`config.mk`:
```
export PLATFORM = sky130hd
export DESIGN_NAME = store_size_unit
export DESIGN_NICKNAME = d
export VERILOG_FILES = /design/src/rtl/store_size_unit.sv
export SDC_FILE = /design/constraint.sdc
export NUM_CORES = 1
export LEC_CHECK = 0
export CAP_MARGIN = 25
export CORE_ASPECT_RATIO = 0.5
export CORE_MARGIN = 2
export CORE_UTILIZATION = 48
export CTS_CLUSTER_SIZE = 28
export DETAILED_ROUTE_END_ITERATION = 16
export PLACE_DENSITY_LB_ADDON = 0.08
export REMOVE_ABC_BUFFERS = 1
export SLEW_MARGIN = 25
export SYNTH_ARGS = -nofsm -noshare
export SYNTH_HDL_FRONTEND = slang
export SYNTH_SLANG_ARGS = --single-unit
```
`constraint.sdc`:
```
create_clock -name clk -period 5.05 [get_ports clk]
set_input_delay 0.7575 -clock clk [delete_from_list [all_inputs] [get_ports clk]]
set_output_delay 0.7575 -clock clk [all_outputs]
set_load 0.005 [all_outputs]
```
`src/rtl/store_size_unit.sv`:
```
// rtl/store_size_unit.sv - SW/SH/SB store unit with read-modify-write for sub-word stores
// Merges the register value into the addressed memory word and reports done/err to the control unit.
module store_size_unit #(
  parameter int MEM_RD_LAT = 1
) (
  input  logic        clk,
  input  logic        reset,
  input  logic        start,
  input  logic [1:0]  size,
  input  logic [31:0] addr,
  input  logic [31:0] wdata,
  input  logic [31:0] mem_rdata,
  output logic [31:0] mem_addr,
  output logic [31:0] mem_wdata,
  output logic        mem_wr,
  output logic        busy,
  output logic        done,
  output logic        err
);

  typedef enum logic [2:0] {
    IDLE    = 3'd0,
    RD_WAIT = 3'd1,
    WRITE   = 3'd2,
    DONE    = 3'd3,
    ERR     = 3'd4
  } state_t;

  localparam logic [1:0] SZ_WORD = 2'b00;
  localparam logic [1:0] SZ_HALF = 2'b01;
  localparam logic [1:0] SZ_RSVD = 2'b11;
  localparam logic [1:0] RD_LAT  = 2'(MEM_RD_LAT);

  state_t      state, state_nx;
  logic [1:0]  cnt, cnt_nx;
  logic [1:0]  size_q;
  logic [1:0]  ofs_q;
  logic [31:0] wdata_q;
  logic [31:0] merged;
  logic        accept;
  logic        capture;

  // Replace only the addressed lane of the word read back from memory.
  always_comb begin
    merged = mem_rdata;
    if (size_q == SZ_HALF) begin
      if (ofs_q[1]) merged[31:16] = wdata_q[15:0];
      else          merged[15:0]  = wdata_q[15:0];
    end else begin
      merged[{ofs_q, 3'b000} +: 8] = wdata_q[7:0];
    end
  end

  always_comb begin
    state_nx = state;
    cnt_nx   = cnt;
    accept   = 1'b0;
    capture  = 1'b0;
    case (state)
      IDLE: begin
        if (start) begin
          accept = 1'b1;
          if (size == SZ_RSVD || (size == SZ_HALF && addr[0])) begin
            state_nx = ERR;
          end else if (size == SZ_WORD) begin
            state_nx = WRITE;
          end else begin
            state_nx = RD_WAIT;
            cnt_nx   = RD_LAT;
          end
        end
      end
      RD_WAIT: begin
        if (cnt <= 2'd1) begin
          capture  = 1'b1;
          cnt_nx   = 2'd0;
          state_nx = WRITE;
        end else begin
          cnt_nx = cnt - 2'd1;
        end
      end
      WRITE:   state_nx = DONE;
      DONE:    state_nx = IDLE;
      ERR:     state_nx = IDLE;
      default: state_nx = IDLE;
    endcase
  end

  // Outputs are registered from the next state so they line up with it.
  always_ff @(posedge clk or negedge reset) begin
    if (!reset) begin
      state     <= IDLE;
      cnt       <= 2'd0;
      size_q    <= 2'd0;
      ofs_q     <= 2'd0;
      wdata_q   <= 32'd0;
      mem_addr  <= 32'd0;
      mem_wdata <= 32'd0;
      mem_wr    <= 1'b0;
      busy      <= 1'b0;
      done      <= 1'b0;
      err       <= 1'b0;
    end else begin
      state  <= state_nx;
      cnt    <= cnt_nx;
      mem_wr <= (state_nx == WRITE);
      busy   <= (state_nx != IDLE);
      done   <= (state_nx == DONE) || (state_nx == ERR);
      err    <= (state_nx == ERR);
      if (accept) begin
        size_q   <= size;
        ofs_q    <= addr[1:0];
        wdata_q  <= wdata;
        mem_addr <= {addr[31:2], 2'b00};
        if (state_nx == WRITE) mem_wdata <= wdata;
      end
      if (capture) mem_wdata <= merged;
    end
  end

endmodule

```
* After elaboration in Yosys (flattened, before gate mapping) *
Index checks and enable logic that the tools add are counted.

storage, ports and cells
  bits of input ports = 101
  register bits after elaboration = 91
  logic and storage cells = 59

cells by class
  muxes and demuxes = 21
  $lt $le $gt $ge = 1
  add/subtract/negate cells = 2
  eq/ne operators = 11
  shifts and indexed selects = 2
  reduce and logical (&&, ||, !) cells = 11

operators by type and width
  operator                number
  $mux 32                 4
  $bwmux 32               1
  $mux 16                 2
  $shift 8x7->32 const A  1
  $shiftx 8x7->32         1
  $mux 2                  5
  $eq 3x2->1 const B      3
  $mux 3                  3
  $pmux 3 s3              1
  $neg 5->7               1
  $ne 2x2->1 const B      3
  $reduce_bool 2->1       3
  $eq 2x1->1 const B      2
  $mux 1                  4
  $pmux 2 s2              1
  $reduce_and 4->1        1
  $eq 3x1->1 const B      1
  $eq 3x3->1 const B      1
  $logic_not 3->1         1
  $reduce_bool 3->1       1
  $eq 2x2->1 const B      1
  $le 2x1->1 const B      1
  $logic_not 2->1         1
  $logic_or 1x1->1        2
  other kinds (3)         3

* Longest topological paths before layout *
  depth after elaboration = 10
  depth in mapped cells = 8
  depth with buffers taken out = 6

* Worst setup path before layout *
OpenSTA, ideal clock, no wires.

  path kind = register -> register
  from = reg ofs_q[1]
  to = reg mem_wdata[30]
  period minus slack after synthesis = 1998 ps
  data arrival time = 1911 ps
  data required time = 4963 ps
  cell stages (with the launch flop) = 9
  path slack = 3052 ps
  cells stage by stage = dfrtp_1 -> clkbuf_1 -> inv_1 -> ha_1 -> nand4bb_1 -> clkbuf_1 -> o221ai_1 -> o21ai_0 -> o211ai_1

between the ends
  longest elaborated chain between the ends = 5

ends and longest elaborated chain
  element                                                   RTL line  RTL
  start, declared                                           37        logic [1:0] ofs_q;
  start signal, assigned                                    112       ofs_q <= addr[1:0];
  $neg 5->7                                                 50        merged[{ofs_q, 3'b000} +: 8] = wdata_q[7:0];
  $shiftx 8x7->32 / $shift 8x7->32 (equally long branches)  50
  $bwmux 32                                                 50
  $mux 32 *                                                 46        if (size_q == SZ_HALF) begin
  $mux 32 *                                                 117       if (capture) mem_wdata <= merged;
  end signal, assigned                                      115       if (state_nx == WRITE) mem_wdata <= wdata;
  end signal, assigned                                      117
  end, declared                                             14        output logic [31:0] mem_wdata,

Mark *: on every way between the ends. The rest lies on a longest branch, timed or not.
A chain may end at the register's enable or synchronous reset.

* Worst setup path after layout *
  from = in start
  to = reg mem_wdata[29]

between the ends
  longest elaborated chain between the ends = 5

ends and longest elaborated chain
  element                              RTL line  RTL
  start, declared                      8         input logic start,
  $mux 3                               61        if (start) begin
  $pmux 3 s3                           59        case (state)
  $eq 3x2->1                           115
  $reduce_bool 2->1 (no source line)   -
  $reduce_and 2->1 (no source line) *  -

Marked as above.

==> results.md <==
* Status: finished, final reports clean
* CP required at 5.24 ns
* First-pass GRT wire length at 19.7 mm
* PortBufs at ~170
* Hold_buf cts at 0
* I/O Pins at 169
* WL met3 at 1.29 mm
* Area growth syn-to-layout at 44.0%
* H-tree Lvls at 3
* RSZ-0062 raised after global routing: no
* Resized Gates After CTS at 0
* GR Util All Layers at roughly a quarter
* Worst setup path class: primary input to register
* GPL Wtd Cong at 0.816
* Cell taking the most area after synthesis: dfrtp_1
* Clk sinks at 91
* DR top layer: met4
* Drt drc at 0
* #FFs+latches synth at 91
* Crit-path max FO at 64
* Post-DP HPWL at 8.12 mm
* Iter 0 DRT Violations at ~250
* Crit share post-route at 55.0%
* Final Hold Vio Count at 0
* Hold slack at approximately 0.46 ns
* Final Power at approximately 3.9 mW
* Pre-antenna DRT Iters at 5
* Synth Cell Area at 0.00451 sq mm
* Worst min path class: primary input to async pin
* Nets at between 600 and 700
* Tmin final at roughly 2.8 ns
* Num CTS Buffers at 9
* Largest net degree at the start of global routing at 66
* Worst IR Drop VDD at 0.000335 V
* Die area at 0.0102 sq mm
* LEAKAGE at 2.74 nW
* Root buffer cell: clkbuf_16
* Most common cell after layout, fill and taps aside: clkdlybuf4s50_1
* Worst-case clock skew at 0.00454 ns
* Yosys cell types at 41
* Seq/Total Area, Yosys at 50.4%
* TritonCTS clock tree: yes
* Commonest cells after routing, fill and taps aside: 165 x clkdlybuf4s50_1, 90 x dfrtp_1, 67 x nand2_1
* Worst EP arrival at between 2 and 3 ns
* Slew Viols, Final at 0
* Post-CTS Setup Inserts at 0
* CP Capture Type: register
* Cells after synthesis at 429
* Placed cells at 681
* Final WL at 12.2 mm
* Antenna violations before repair at 0
* N_diodes at 0
* Met1 wire length at approximately 5.4 mm
* CTS clk-pin slew, worst paths at 0.07 ns
* Max-Cap Viols at 0
* Vias in the first global route at 3794
* Asr flop ratio synth at 100%
* Avg Synthesized Cell Area at 10.5 sq um
* Final setup fails at 0
* Synth top area cells: dfrtp_1 50%, mux2_2 10%, nand2_1 5.6%, o21ai_0 3.2%, a221oi_1 3.1%
* Filler cells at 686
* PD cells at ~600 mW/mm^2
* Core Area at 0.00892 sq mm
* Fin cells at 697
* DR vias/cell at 5.52
* Die height at 72.6 microns
* Yosys warns at 0
* Post-DRT Antenna Nets at 0
* Maximum clock rate at 360 MHz
* Post-layout util at 72.9%
* Slew @ Worst Pin at 0.977 ns
* Layout cell share with drive strength beyond 1 at 11.7%
* Die Width at 141 microns
* Routed met2 length at 5.37 mm
* Skew-Pair Late Insertion Delay at 0.34 ns
* CTS Buffer Depth at 2
* DR vias at approximately 3900
* Effective utilization at floorplan at 50.6%
* GR Overflow Total at 0
* Worst setup SP type: primary input
* Max-slew headroom at 34.9%
* Post-synth EDFFs at 0
* DR WL/cell at 17.5 microns
* Synth Flop Type: dfrtp_1
* Synth top area share at 50.4%
* Rows at 24
synth_stat cells, drive strengths merged (2+ instances only):
library cell,number
o211ai,14
dfrtp,91
o221ai,16
ha,5
buf,24
nand2b,3
nor2,9
a21oi,19
mux2,40
a221oi,16
a21boi,3
a31oi,16
o21ai,29
nor2b,2
nand3,10
inv,26
o211a,2
mux2i,10
clkbuf,10
o41ai,2
nand2,68
final timing paths:
path / cells past startpoint / from / slack, ns / endpoint
hold reg to reg: 1 / mem_addr[30]$_DFFE_PN0P_ / 0.51 / mem_addr[30]$_DFFE_PN0P_
setup / recovery: 6 / start / 2.27 / mem_wdata[29]$_DFFE_PN0P_
hold / removal: 1 / reset / 0.46 / mem_addr[4]$_DFFE_PN0P_
max in group asynchronous: 2 / reset / 3.63 / wdata_q[5]$_DFFE_PN0P_
setup reg to reg: 6 / ofs_q[1]$_DFFE_PN0P_ / 2.46 / mem_wdata[25]$_DFFE_PN0P_
min in group clk: 1 / mem_addr[30]$_DFFE_PN0P_ / 0.51 / mem_addr[30]$_DFFE_PN0P_
critical path, stage by stage:
cell and delay, ns:
clkdlybuf4s50_1 0.53, nor4b_4 0.25, buf_4 0.65, nand2_4 0.42, nand3_1 0.24, o211ai_1 0.11
metrics by stage:
step,area (sq um),setup TNS (ns),setup WS (ns)
after floorplan,4310,-5.18,-0.217
after global placement,6140,0,1.97
after detailed placement,6140,0,1.88
after CTS,6490,0,2.14
after global routing,6500,0,2.04
final,6500,0,2.27
routing by layer:
metal,GRT usage [%],vias to the layer above
met5,0,-
met4,5.11,0
met3,10.6,8
met2,37.6,172
met1,33.2,1834
li1,-,1836
cell families (layout without fill, tap and decap cells):
logic type	Yosys count	in the layout	synth area share, %
AOI/OAI and AO/OA	121	121	19.0
adders and majority gates	5	5	1.39
buffers and inverters	60	210	6.82
DFF	91	91	50.4
muxes	50	50	12.2
other	1	2	0.0831
and+or+nand+nor	101	101	10.1
state kept, by name, indices dropped and copies added (netlist names):
signal and count:
state 3, size_q 2, done 1, cnt 2
wdata_q 16, err 1, ofs_q 2, mem_addr 30
mem_wr 1, busy 1, mem_wdata 32
final cells by class:
type	count	area [sq um]	share of cell area, %
tap	117	146	2.25
clock buffer	10	239	3.68
inverter	26	97.6	1.50
sequential	91	2280	35.1
timing repair buffer	168	1670	25.8
multi-input combinational	279	1950	30.0
clock inverter	6	116	1.79
power by group:
part           internal (mW)  switching [mW]  total (mW)  leakage, nW
logic                  0.989           0.763        1.75         1.49
registers               1.09           0.271        1.36         1.08
clock network          0.503           0.301       0.803        0.174
total                   2.59            1.33        3.92         2.74
(Power assumes the default switching activity.)
